### config.mk
export PLATFORM = sky130hd
export DESIGN_NAME = shake_job_sched
export DESIGN_NICKNAME = d
export VERILOG_FILES = /design/src/rtl/shake_job_sched.sv
export SDC_FILE = /design/constraint.sdc
export NUM_CORES = 1
export LEC_CHECK = 0
export ABC_AREA = 1
export CAP_MARGIN = 20
export CORE_ASPECT_RATIO = 0.8
export CORE_UTILIZATION = 35
export CTS_CLUSTER_DIAMETER = 150
export DETAILED_ROUTE_END_ITERATION = 8
export PLACE_DENSITY_LB_ADDON = 0.08
export REMOVE_ABC_BUFFERS = 1
export SKIP_CTS_REPAIR_TIMING = 1
export SLEW_MARGIN = 25
export SYNTH_ARGS = -nofsm -noshare
export SYNTH_HDL_FRONTEND = slang
export SYNTH_SLANG_ARGS = --single-unit
### constraint.sdc
create_clock -name clk -period 6.7 [get_ports clk]
set_input_delay 1.34 -clock clk [delete_from_list [all_inputs] [get_ports clk]]
set_output_delay 1.34 -clock clk [all_outputs]
set_load 0.01 [all_outputs]
### src/rtl/shake_job_sched.sv
// rtl/shake_job_sched.sv - job FIFO and issue FSM in front of the MAYO SHAKE core.
// Optional watchdog enabled by defining SHAKE_SCHED_TIMEOUT_EN.
module shake_job_sched #(
  parameter int DEPTH          = 4,
  parameter int CNT_W          = 16,
  parameter int TIMEOUT_CYCLES = 1000000
) (
  input  logic                         clk,
  input  logic                         rst,
  input  logic                         job_valid,
  output logic                         job_ready,
  input  logic [31:0]                  job_mlen,
  input  logic [31:0]                  job_olen,
  input  logic [31:0]                  job_read_adr,
  input  logic [31:0]                  job_write_adr,
  output logic                         shake_en,
  output logic [31:0]                  shake_mlen,
  output logic [31:0]                  shake_olen,
  output logic [31:0]                  shake_read_adr,
  output logic [31:0]                  shake_write_adr,
  input  logic                         shake_done,
  output logic                         busy,
  output logic [$clog2(DEPTH+1)-1:0]   pending,
  output logic                         cmpl_valid,
  output logic                         cmpl_err,
  output logic [CNT_W-1:0]             jobs_done,
  output logic                         timeout_flag
);

  localparam int AW = $clog2(DEPTH);
  localparam int CW = $clog2(DEPTH+1);

  typedef enum logic [2:0] {
    S_IDLE,
    S_ISSUE,
    S_WAIT,
    S_COMPLETE,
    S_REJECT
  } state_t;

  state_t         state_q, state_d;
  logic [127:0]   fifo_q [DEPTH];
  logic [AW-1:0]  wr_ptr_q, wr_ptr_d;
  logic [AW-1:0]  rd_ptr_q, rd_ptr_d;
  logic [CW-1:0]  count_q, count_d;
  logic           ready_q, ready_d;
  logic           err_q, err_d;
  logic [CNT_W-1:0] jobs_done_q, jobs_done_d;
  logic           push, pop;
  logic [127:0]   head;
  logic [31:0]    next_olen;
  logic           wd_expire;

  // Entry layout: {mlen, olen, read_adr, write_adr}
  assign head      = fifo_q[rd_ptr_q];
  assign next_olen = fifo_q[rd_ptr_q + AW'(1)][95:64];
  assign push      = job_valid && ready_q;
  assign pop       = (state_q == S_ISSUE) || (state_q == S_REJECT);

  always_ff @(posedge clk) begin
    if (push) begin
      fifo_q[wr_ptr_q] <= {job_mlen, job_olen, job_read_adr, job_write_adr};
    end
  end

  always_comb begin
    wr_ptr_d = push ? wr_ptr_q + AW'(1) : wr_ptr_q;
    rd_ptr_d = pop  ? rd_ptr_q + AW'(1) : rd_ptr_q;
    count_d  = count_q;
    case ({push, pop})
      2'b10:   count_d = count_q + CW'(1);
      2'b01:   count_d = count_q - CW'(1);
      default: count_d = count_q;
    endcase
    ready_d = (count_d != CW'(DEPTH));
  end

`ifdef SHAKE_SCHED_TIMEOUT_EN
  logic [31:0] wd_q, wd_d;
  logic        timeout_flag_q, timeout_flag_d;

  // Counter sits at zero outside WAIT, so it is cleared on every WAIT entry.
  always_comb begin
    wd_d           = (state_q == S_WAIT) ? wd_q + 32'd1 : 32'd0;
    timeout_flag_d = timeout_flag_q | wd_expire;
  end

  assign wd_expire    = (state_q == S_WAIT) && !shake_done &&
                        (wd_q == 32'(TIMEOUT_CYCLES - 1));
  assign timeout_flag = timeout_flag_q;

  always_ff @(posedge clk or posedge rst) begin
    if (rst) begin
      wd_q           <= 32'd0;
      timeout_flag_q <= 1'b0;
    end else begin
      wd_q           <= wd_d;
      timeout_flag_q <= timeout_flag_d;
    end
  end
`else
  logic unused_timeout;

  assign unused_timeout = ^32'(TIMEOUT_CYCLES);
  assign wd_expire      = 1'b0;
  assign timeout_flag   = 1'b0;
`endif

  always_ff @(posedge clk or posedge rst) begin
    if (rst) begin
      state_q     <= S_IDLE;
      wr_ptr_q    <= '0;
      rd_ptr_q    <= '0;
      count_q     <= '0;
      ready_q     <= 1'b1;
      err_q       <= 1'b0;
      jobs_done_q <= '0;
    end else begin
      state_q     <= state_d;
      wr_ptr_q    <= wr_ptr_d;
      rd_ptr_q    <= rd_ptr_d;
      count_q     <= count_d;
      ready_q     <= ready_d;
      err_q       <= err_d;
      jobs_done_q <= jobs_done_d;
    end
  end

  // REJECT pops the head this cycle, so the decision looks one entry further.
  always_comb begin
    state_d = state_q;
    case (state_q)
      S_IDLE, S_COMPLETE: begin
        if (count_q != '0) begin
          state_d = (head[95:64] == 32'd0) ? S_REJECT : S_ISSUE;
        end else begin
          state_d = S_IDLE;
        end
      end
      S_ISSUE: state_d = S_WAIT;
      S_WAIT: begin
        if (shake_done || wd_expire) begin
          state_d = S_COMPLETE;
        end
      end
      S_REJECT: begin
        if (count_q > CW'(1)) begin
          state_d = (next_olen == 32'd0) ? S_REJECT : S_ISSUE;
        end else begin
          state_d = S_IDLE;
        end
      end
      default: state_d = S_IDLE;
    endcase
  end

  always_comb begin
    err_d       = (state_q == S_WAIT) ? wd_expire : err_q;
    jobs_done_d = jobs_done_q;
    if ((state_q == S_COMPLETE) && !err_q) begin
      jobs_done_d = jobs_done_q + CNT_W'(1);
    end
  end

  always_comb begin
    shake_en        = (state_q == S_ISSUE);
    shake_mlen      = shake_en ? head[127:96] : 32'd0;
    shake_olen      = shake_en ? head[95:64]  : 32'd0;
    shake_read_adr  = shake_en ? head[63:32]  : 32'd0;
    shake_write_adr = shake_en ? head[31:0]   : 32'd0;
    cmpl_valid      = (state_q == S_COMPLETE) || (state_q == S_REJECT);
    cmpl_err        = (state_q == S_REJECT) || ((state_q == S_COMPLETE) && err_q);
    busy            = (state_q != S_IDLE) || (count_q != '0);
    pending         = count_q;
    job_ready       = ready_q;
    jobs_done       = jobs_done_q;
  end

endmodule
==> results of run 1 <==
-- cells by family (layout without fill, tap and decap cells) --
group / after synthesis / in the layout / synth area share
DFF: 539 / 539 / 0.7309
buffers and inverters: 175 / 480 / 0.03396
AOI/OAI and AO/OA: 316 / 316 / 0.07276
xor gates and xnor gates: 18 / 18 / 0.007179
and+or+nand+nor: 822 / 822 / 0.1488
other: 1 / 4 / 0.0001708
adders and majority gates: 11 / 11 / 0.006267
-- per-stage QoR --
step           power (mW)  setup WS, ps
2_1_floorplan       7.132         -2526
3_3_place_gp        8.893          2377
3_5_place_dp        8.908          2311
4_1_cts             11.94          1648
5_1_grt             12.51          1473
6_report            11.75          1694
-- power by group --
group	total [mW]	internal [mW]	switching, mW
combinational	4.16	1.49	2.66
sequential	4.60	4.37	0.235
clock	2.99	1.72	1.28
total	11.7	7.58	4.17
-- area by class of cell --
type,count,area (um2)
Antenna cell,3,7.507
Multi-Input combinational cell,1168,5194
Clock inverter,25,217.7
Sequential cell,539,16060
Tap cell,830,1039
Inverter,76,295.3
Clock buffer,75,1534
Timing Repair Buffer,304,3065
Fill cell,5650,34110
-- flip-flops by register name (all words and copies together) (netlist names) --
register and cells:
fifo_q 512, rd_ptr_q 2, wr_ptr_q 2, job_ready 1
pending 3, jobs_done 16, state_q 3
-- synthesized netlist by cell type (8+ instances only) --
cell type,n
sky130_fd_sc_hd__xnor2_1,8
sky130_fd_sc_hd__buf_2,35
sky130_fd_sc_hd__a21oi_1,111
sky130_fd_sc_hd__inv_1,74
sky130_fd_sc_hd__xor2_1,10
sky130_fd_sc_hd__nand3_1,73
sky130_fd_sc_hd__o21ai_1,30
sky130_fd_sc_hd__nand2_1,211
sky130_fd_sc_hd__edfxtp_1,512
sky130_fd_sc_hd__nand3b_1,10
sky130_fd_sc_hd__clkbuf_1,34
sky130_fd_sc_hd__ha_1,11
sky130_fd_sc_hd__nor2_1,510
sky130_fd_sc_hd__o21ai_0,169
sky130_fd_sc_hd__dfrtp_1,26
sky130_fd_sc_hd__nor3_1,8
sky130_fd_sc_hd__buf_1,18
sky130_fd_sc_hd__buf_4,12
-- metal layers --
metal  GRT usage  part of all wire  vias to the layer above
li1            -                 -                     7022
met1      0.2466              0.46                     7080
met2      0.2894              0.47                      294
met3     0.03445             0.052                       52
met4     0.04032             0.013                        4
met5           0           0.00037                        -
-- worst max path at each step --
stage	from	to	slack, ps
after floorplan	rd_ptr_q[0]$_DFFE_PP0N_	shake_olen[5]	-2530
after global placement	rd_ptr_q[0]$_DFFE_PP0N_	shake_read_adr[19]	2380
after detailed placement	rd_ptr_q[0]$_DFFE_PP0N_	shake_read_adr[19]	2310
after CTS	rd_ptr_q[0]$_DFFE_PP0N_	shake_read_adr[19]	1650
after global routing	rd_ptr_q[0]$_DFFE_PP0N_	shake_olen[30]	1470
final	rd_ptr_q[0]$_DFFE_PP0N_	shake_olen[28]	1690
==> results.json, run 1 <==
{
  "drt_pass1_iterations": 5,
  "top_level_ports": 285,
  "start_util": 0.3570,
  "portbufs": 283,
  "synthesis.yosys.warnings": 0,
  "die-area_um2": 63760,
  "track_usage": 0.1782,
  "synth_top_area_cell": "sky130_fd_sc_hd__edfxtp_1",
  "synthesis.area_per_instance_um2": 11.67,
  "slew_viol_final": 0,
  "die_w_um": 282.1,
  "fmax_mhz": 199.8,
  "fp.coreArea_um2": 61520,
  "detailed_place_hpwl_um": 32880,
  "cts_htree_levels": 2,
  "cts_tree": "done",
  "p_leak_nw": 9.560,
  "fin_setup_tns_ps": 0,
  "layout-area-overhead-vs-synth_pct": 24.82,
  "cp.buffers_inverters": 3,
  "hold_path.class": "reg -> reg",
  "final_cell_mix": "sky130_fd_sc_hd__edfxtp_1 (512), sky130_fd_sc_hd__nor2_1 (506), sky130_fd_sc_hd__clkdlybuf4s50_1 (283)",
  "vias_in_the_first_global_route": 14120,
  "post_route_non_filler_standard_cell_count": 3020,
  "cts_root_buf": "sky130_fd_sc_hd__clkbuf_16",
  "cp_cell_sequence": "inv_6 -> buf_4 -> nand3_1 -> a21oi_1 -> clkdlybuf4s50_1",
  "postSynth.asyncResetShare": 0.05009,
  "cts_max_path_buffers": 3,
  "hold-path-endpoint": "jobs_done[14]$_DFFE_PP0N_",
  "timing.final.crit_share": 0.7471,
  "finalCriticalPeriod_ps": 5006,
  "tightest_slew_ps": 1002,
  "ys.flop_type": "sky130_fd_sc_hd__edfxtp_1",
  "routed_wl_um": 56910,
  "cp_num_cells": 5,
  "cpLargestDelayFamily": "buffers and inverters",
  "hold_violations": 0,
  "route.detailed.drc": 0,
  "cts_made_buffers": 55,
  "status": "complete, no violations",
  "syn_inst": 1882,
  "setup-violations-final": 0,
  "gp_congestion": 0.7593,
  "numPlacedInstances": 2917,
  "worst_ep_required_time_ps": 5360,
  "wire_length_of_the_first_global_routing_pass_um": 85840,
  "timing.rr.start": "rd_ptr_q[1]$_DFFE_PP0N_",
  "finalCoreUtilization": 0.4456,
  "drv.max_cap_violation_count": 0,
  "worst_r2r_path_depth": 11,
  "min_from": "jobs_done[14]$_DFFE_PP0N_",
  "initial_antenna_violation_count": 4,
  "grt_setup_unrepaired": "false",
  "overflow": 0,
  "cellPowerDensity_nw_per_um2": 428.6,
  "timing.hold.worst_path_depth": 1,
  "maximum_number_of_pins_on_one_net_before_global_route_repair": 123,
  "worst_ep_arrival_time_ps": 3670,
  "clock_sinks": 539,
  "power.ir.vdd_worst_mv": 0.3027,
  "start_kind": "flip-flop",
  "routed_vias_inst": 4.785,
  "vias": 14450,
  "netlist.area_leader.share": 0.7001,
  "ys_types": 32,
  "detail_route.wl_per_cell_um": 18.85,
  "synthesis.area_um2": 21960,
  "floorplan.die.height_um": 226.0,
  "netlist_top_cells_area": "sky130_fd_sc_hd__edfxtp_1 (70%), sky130_fd_sc_hd__nor2_1 (8.7%), sky130_fd_sc_hd__o21ai_0 (3.9%)",
  "synth-edff-count": 512,
  "placed_area_um2": 25650,
  "first_iter_violations": 965,
  "stdcell_area_um2": 27410,
  "critical_path.slowest_cell": "sky130_fd_sc_hd__dfrtp_4",
  "max_slew_margin": 0.3323,
  "clk-insertion-delay-late_ps": 610,
  "crit_path_max_fanout": 113,
  "route.antenna.remaining_nets": 0,
  "timing.clock.skew_ps": 15.72,
  "reg2reg_setup_slack_ps": 3600,
  "critical_path.max_stage_delay_ps": 690,
  "synth_seq_area_share": 0.7309,
  "clk_pin_slew_ps": 60,
  "endpoint_kind": "output pin",
  "setup.worst_path.class": "reg -> out",
  "layout-drive-gt1-share": 0.05213,
  "std_cell_rows": 81,
  "final_net_count": 2287,
  "fin_worst_hold_slack_ps": 504.5,
  "most_common_cell_after_layout_fill_and_taps_aside": "sky130_fd_sc_hd__edfxtp_1",
  "ys_ff_latch": 539,
  "reg2reg_to": "state_q[0]$_DFFE_PP0P_"
}
No activity file was read; power rests on OpenSTA's default activity.
==> run 2, diff against run 1 <==
- clock period: 6.7 -> 4.3 ns (I/O delays scaled with it)
==> run 2 against run 1 <==
  * Critical path depth is the same
  * Setup slack got worse by 1300 ps
  * Via count decreased by 0.39%
  * Clock-buffer cell count rose by 10
  * Flip-flop and latch count unchanged
  * First-iteration DRC count up 3.5%
  * Design area rose by 0.47%
  * Total power rose by 56%
  * Utilization up 0.21 points
  * Global-route usage decreased by 0.11 points
==> results.json, run 2 (synthesis gave the netlist of run 1 again) <==
{
  "post_route_non_filler_standard_cell_count": 3032,
  "worst_ep_arrival_time_ps": 3040,
  "fmax_mhz": 256.6,
  "hold_violations": 0,
  "clk-insertion-delay-late_ps": 610,
  "seqCellArea_um2": 16060,
  "layout-area-overhead-vs-synth_pct": 25.41,
  "placed_area_um2": 25780,
  "gp_congestion": 0.7528,
  "cts_tree": "done",
  "endpoint_kind": "output pin",
  "vias_in_the_first_global_route": 14190,
  "cp_cell_sequence": "nor3_1 -> inv_4 -> buf_4 -> a21oi_1 -> clkdlybuf4s50_1",
  "top_level_ports": 285,
  "largest_register_ff_count": 512,
  "cts_made_buffers": 57,
  "drv.max_cap_violation_count": 0,
  "hold_path.class": "reg -> reg",
  "timing.rr.start": "rd_ptr_q[1]$_DFFE_PP0N_",
  "cp-startpoint": "state_q[1]$_DFFE_PP0P_",
  "clk_pin_slew_ps": 60,
  "fin_worst_hold_slack_ps": 493.7,
  "max_slew_margin": 0.3535,
  "setup.worst_path.class": "reg -> out",
  "slew_viol_final": 0,
  "grt_setup_unrepaired": "false",
  "total_power_mw": 18.38,
  "maximum_number_of_pins_on_one_net_before_global_route_repair": 149,
  "setup-violations-final": 0,
  "cts_htree_levels": 2,
  "reg2reg_setup_slack_ps": 1900,
  "std_cell_rows": 81,
  "final_cell_mix": "sky130_fd_sc_hd__edfxtp_1 (512), sky130_fd_sc_hd__nor2_1 (506), sky130_fd_sc_hd__clkdlybuf4s50_1 (283)",
  "worst_ep_required_time_ps": 3440,
  "reg2reg_to": "state_q[0]$_DFFE_PP0P_",
  "smallest_setup_slack_after_layout_ps": 403.1,
  "fp.coreArea_um2": 61520,
  "vias": 14400,
  "power.ir.vdd_worst_mv": 0.4560,
  "layout-drive-gt1-share": 0.04964,
  "finalCriticalPeriod_ps": 3897,
  "p_leak_nw": 9.597,
  "wire_length_of_the_first_global_routing_pass_um": 85250,
  "start_util": 0.3570,
  "portbufs": 283,
  "first_iter_violations": 999,
  "start_kind": "flip-flop",
  "cts_max_path_buffers": 3,
  "multiInputGateArea_um2": 5194,
  "detailed_place_hpwl_um": 32250,
  "most_common_cell_after_layout_fill_and_taps_aside": "sky130_fd_sc_hd__edfxtp_1",
  "finalCoreUtilization": 0.4477,
  "route.detailed.drc": 0,
  "placement.setup.worst_slack_ps": 1003,
  "detail_route.wl_per_cell_um": 18.57,
  "numPlacedInstances": 2919,
  "max_flop_register": "fifo_q",
  "worst_r2r_path_depth": 10,
  "critical_path.max_stage_delay_ps": 610,
  "floorplan.die.height_um": 226.0,
  "die-area_um2": 63760,
  "routed_vias_inst": 4.748,
  "timing.clock.skew_ps": 24.05,
  "crit_path_max_fanout": 68,
  "cts_root_buf": "sky130_fd_sc_hd__clkbuf_16",
  "fin_setup_tns_ps": 0,
  "overflow": 0,
  "final_net_count": 2291,
  "cellPowerDensity_nw_per_um2": 667.4,
  "die_w_um": 282.1,
  "stdcell_area_um2": 27540,
  "fill_cells": 5641,
  "cp-endpoint": "shake_read_adr[13]",
  "track_usage": 0.1771,
  "route.antenna.remaining_nets": 0,
  "initial_antenna_violation_count": 9,
  "routed_wl_um": 56300,
  "critical_path.slowest_cell": "sky130_fd_sc_hd__clkdlybuf4s50_1",
  "status": "complete, no violations",
  "tightest_slew_ps": 969.8,
  "drt_pass1_iterations": 7,
  "timing.final.crit_share": 0.9062,
  "clock_sinks": 539
}
[run 2: changes by cell type in the layout (fill, tap and decap cells not counted)]
cell and change:
sky130_fd_sc_hd__bufinv_16 -1, sky130_fd_sc_hd__inv_16 -1, sky130_fd_sc_hd__clkbuf_8 -1, sky130_fd_sc_hd__clkinv_1 +4, sky130_fd_sc_hd__clkbuf_16 +1, sky130_fd_sc_hd__diode_2 +3, sky130_fd_sc_hd__clkinv_2 -4, sky130_fd_sc_hd__buf_4 -7
sky130_fd_sc_hd__clkinvlp_4 -2, sky130_fd_sc_hd__clkinv_8 +1, sky130_fd_sc_hd__clkbuf_1 +10, sky130_fd_sc_hd__buf_12 +9
[run 2: layout make-up]
type	count	share of cell area
flip-flops and latches	539	0.5831
multi-input cells	1168	0.1886
repair buffers	306	0.1159
well taps	830	0.03771
clock buffers	85	0.05747
diodes	6	0.0005452
clock inverters	22	0.005951
inverters	76	0.01072
[run 2: metal layers]
metal	wire length, um	track usage	vias to the layer above
li1	-	-	7035
met1	25130	0.2390	6959
met2	26430	0.2841	305
met3	3547	0.04355	88
met4	1133	0.04734	8
met5	53	0	-
[run 2: how the worst min path moves through the flow]
stage,from,to,cells past startpoint
6_report,jobs_done[5]$_DFFE_PP0N_,jobs_done[5]$_DFFE_PP0N_,1
5_1_grt,jobs_done[4]$_DFFE_PP0N_,jobs_done[4]$_DFFE_PP0N_,1
4_1_cts,jobs_done[5]$_DFFE_PP0N_,jobs_done[5]$_DFFE_PP0N_,1
3_5_place_dp,jobs_done[5]$_DFFE_PP0N_,jobs_done[5]$_DFFE_PP0N_,1
3_3_place_gp,jobs_done[14]$_DFFE_PP0N_,jobs_done[14]$_DFFE_PP0N_,1
2_1_floorplan,jobs_done[5]$_DFFE_PP0N_,jobs_done[5]$_DFFE_PP0N_,1
[run 2: critical path: cells and delay by family, from the launching register on]
family                 cells  cell delay (ps)
AOI/OAI and AO/OA          1              430
buffers and inverters      3             1040
DFF                        1              430
and+or+nand+nor            1              470
[run 2: report_power, final]
group | internal, mW | total, mW | switching, mW | leakage, nW
Combinational | 2.42 | 6.62 | 4.20 | 3.72
Sequential | 6.80 | 7.10 | 0.304 | 5.03
Clock | 2.65 | 4.65 | 2.00 | 0.843
Total | 11.9 | 18.4 | 6.51 | 9.60
==> run 3, diff against run 2 <==
- CORE_ASPECT_RATIO: 0.8 -> 1.75
==> run 3 against run 2 <==
  * First-iteration DRC count fell by 27%
  * Clock power fell by 9.2%
  * Sequential power barely moved
  * Design area fell by 0.79%
  * Clock-buffer cell count fell by 17
  * Utilization fell by 0.75 points
  * Critical path depth rose by 1
  * Total power fell by 2.0%
  * Final cell count fell by 1.5%
  * Wire length rose by 2.6%
  * Global-route usage rose by 0.55 points
  * Fmax rose by 1.5%
  * Critical endpoint is now shake_olen[5]
  * Largest cell class unchanged
==> results.json, run 3 (synthesis gave the netlist of run 1 again) <==
{
  "status": "complete, no violations",
  "route.antenna.remaining_nets": 0,
  "post_route_non_filler_standard_cell_count": 2987,
  "start_util": 0.3538,
  "power.net_switching_mw": 6.465,
  "vias_in_the_first_global_route": 14860,
  "worst_ep_required_time_ps": 3440,
  "grt_setup_unrepaired": "false",
  "total_power_mw": 18.02,
  "layout-area-overhead-vs-synth_pct": 24.42,
  "setup.worst_path.class": "reg -> out",
  "top_level_ports": 285,
  "std_cell_rows": 121,
  "timing.final.crit_share": 0.8929,
  "drt_pass1_iterations": 7,
  "tightest_slew_ps": 918.5,
  "numPlacedInstances": 2891,
  "vias": 14480,
  "p_leak_nw": 9.536,
  "detailed_place_hpwl_um": 33070,
  "clk_pin_slew_ps": 70,
  "placement.setup.worst_slack_ps": 920.7,
  "netSwitchingFraction": 0.3587,
  "track_usage": 0.1826,
  "maximum_number_of_pins_on_one_net_before_global_route_repair": 146,
  "max_flop_register": "fifo_q",
  "layout-drive-gt1-share": 0.05027,
  "gp_congestion": 0.7731,
  "timing.rr.start": "rd_ptr_q[1]$_DFFE_PP0N_",
  "die-area_um2": 63790,
  "share_seq_of_total_power": 0.393,
  "cellInternalPower_mw": 11.56,
  "cts_tree": "done",
  "slew_viol_final": 0,
  "timing.clock.skew_ps": 17.30,
  "fmax_mhz": 260.5,
  "route.detailed.drc": 0,
  "most_common_cell_after_layout_fill_and_taps_aside": "sky130_fd_sc_hd__edfxtp_1",
  "antenna-diode-count": 0,
  "max_slew_margin": 0.3877,
  "die_w_um": 191.4,
  "floorplan.die.height_um": 333.4,
  "start_kind": "flip-flop",
  "detail_route.wl_per_cell_um": 19.34,
  "power.clock.fraction": 0.234,
  "clock_sinks": 539,
  "overflow": 0,
  "min_from": "jobs_done[14]$_DFFE_PP0N_",
  "combinationalPowerShare": 0.373,
  "crit_path_max_fanout": 145,
  "power.ir.vdd_worst_mv": 0.5585,
  "wire_length_of_the_first_global_routing_pass_um": 87910,
  "final_cell_mix": "sky130_fd_sc_hd__edfxtp_1 (512), sky130_fd_sc_hd__nor2_1 (506), sky130_fd_sc_hd__clkdlybuf4s50_1 (283)",
  "cts_root_buf": "sky130_fd_sc_hd__clkbuf_16",
  "hold_path.class": "reg -> reg",
  "cellPowerDensity_nw_per_um2": 659.5,
  "setup-violations-final": 0,
  "fin_setup_tns_ps": 0,
  "initial_antenna_violation_count": 8,
  "finalCriticalPeriod_ps": 3840,
  "hold_violations": 0,
  "cts_made_buffers": 51,
  "smallest_setup_slack_after_layout_ps": 460.5,
  "cp-startpoint": "rd_ptr_q[1]$_DFFE_PP0N_",
  "drv.max_cap_violation_count": 0,
  "endpoint_kind": "output pin",
  "fin_worst_hold_slack_ps": 508.1,
  "fp.coreArea_um2": 62070,
  "routed_wl_um": 57770,
  "first_iter_violations": 729,
  "portbufs": 283,
  "cts_htree_levels": 2,
  "largest_register_ff_count": 512,
  "cts_max_path_buffers": 3,
  "final_net_count": 2289,
  "worst_ep_arrival_time_ps": 2980,
  "routed_vias_inst": 4.848,
  "clk-insertion-delay-late_ps": 600
}
-- run 3: path summary, 6_finish.rpt --
path	end	depth (start not counted)	slack (ps)
worst min register to register	jobs_done[14]$_DFFE_PP0N_	1	510
worst max-delay path	shake_olen[5]	6	460
max in group asynchronous	rd_ptr_q[0]$_DFFE_PP0N_	3	3320
worst min-delay path	jobs_done[14]$_DFFE_PP0N_	1	510
worst max register to register	state_q[0]$_DFFE_PP0P_	10	1870
min in group asynchronous	wr_ptr_q[0]$_DFFE_PP0P_	3	650
-- run 3: area by class of cell --
cell class | count | area [um2]
multi-input combinational | 1168 | 5194
tap | 799 | 999.7
clock inverter | 27 | 165.2
sequential | 539 | 16060
fill | 5837 | 34750
timing repair buffer | 310 | 3239
inverter | 76 | 295.3
clock buffer | 68 | 1371
-- run 3: routing by layer --
layer	part of all wire	routed length, um	track usage	vias up
met3	0.065	3770	0.05167	81
met2	0.50	29160	0.3208	329
met5	0.0017	100	0	-
met1	0.41	23670	0.2162	7041
li1	-	-	-	7013
met4	0.019	1071	0.04745	16
-- run 3: stage by stage --
stage | util | area, um2
finish | 0.4402 | 27320
global route | 0.4402 | 27320
CTS | 0.4398 | 27300
detailed placement | 0.4151 | 25760
global placement | 0.4151 | 25760
floorplan | - | 21500
-- run 3: critical path, stage by stage (launching register included) --
cell                              delay, ps
sky130_fd_sc_hd__dfrtp_4                450
sky130_fd_sc_hd__buf_12                 580
sky130_fd_sc_hd__nor2_1                 180
sky130_fd_sc_hd__nor2_1                 130
sky130_fd_sc_hd__o21ai_0                110
sky130_fd_sc_hd__a21oi_1                180
sky130_fd_sc_hd__clkdlybuf4s50_1        590
-- run 3: power by group through the flow --
stage	sequential (mW)	combinational (mW)	clock [mW]
detailed placement	7.19	6.85	0
global route	7.16	7.51	4.53
finish	7.08	6.72	4.22
global placement	7.17	6.82	0
floorplan	7.66	3.45	0
CTS	7.08	6.88	4.37
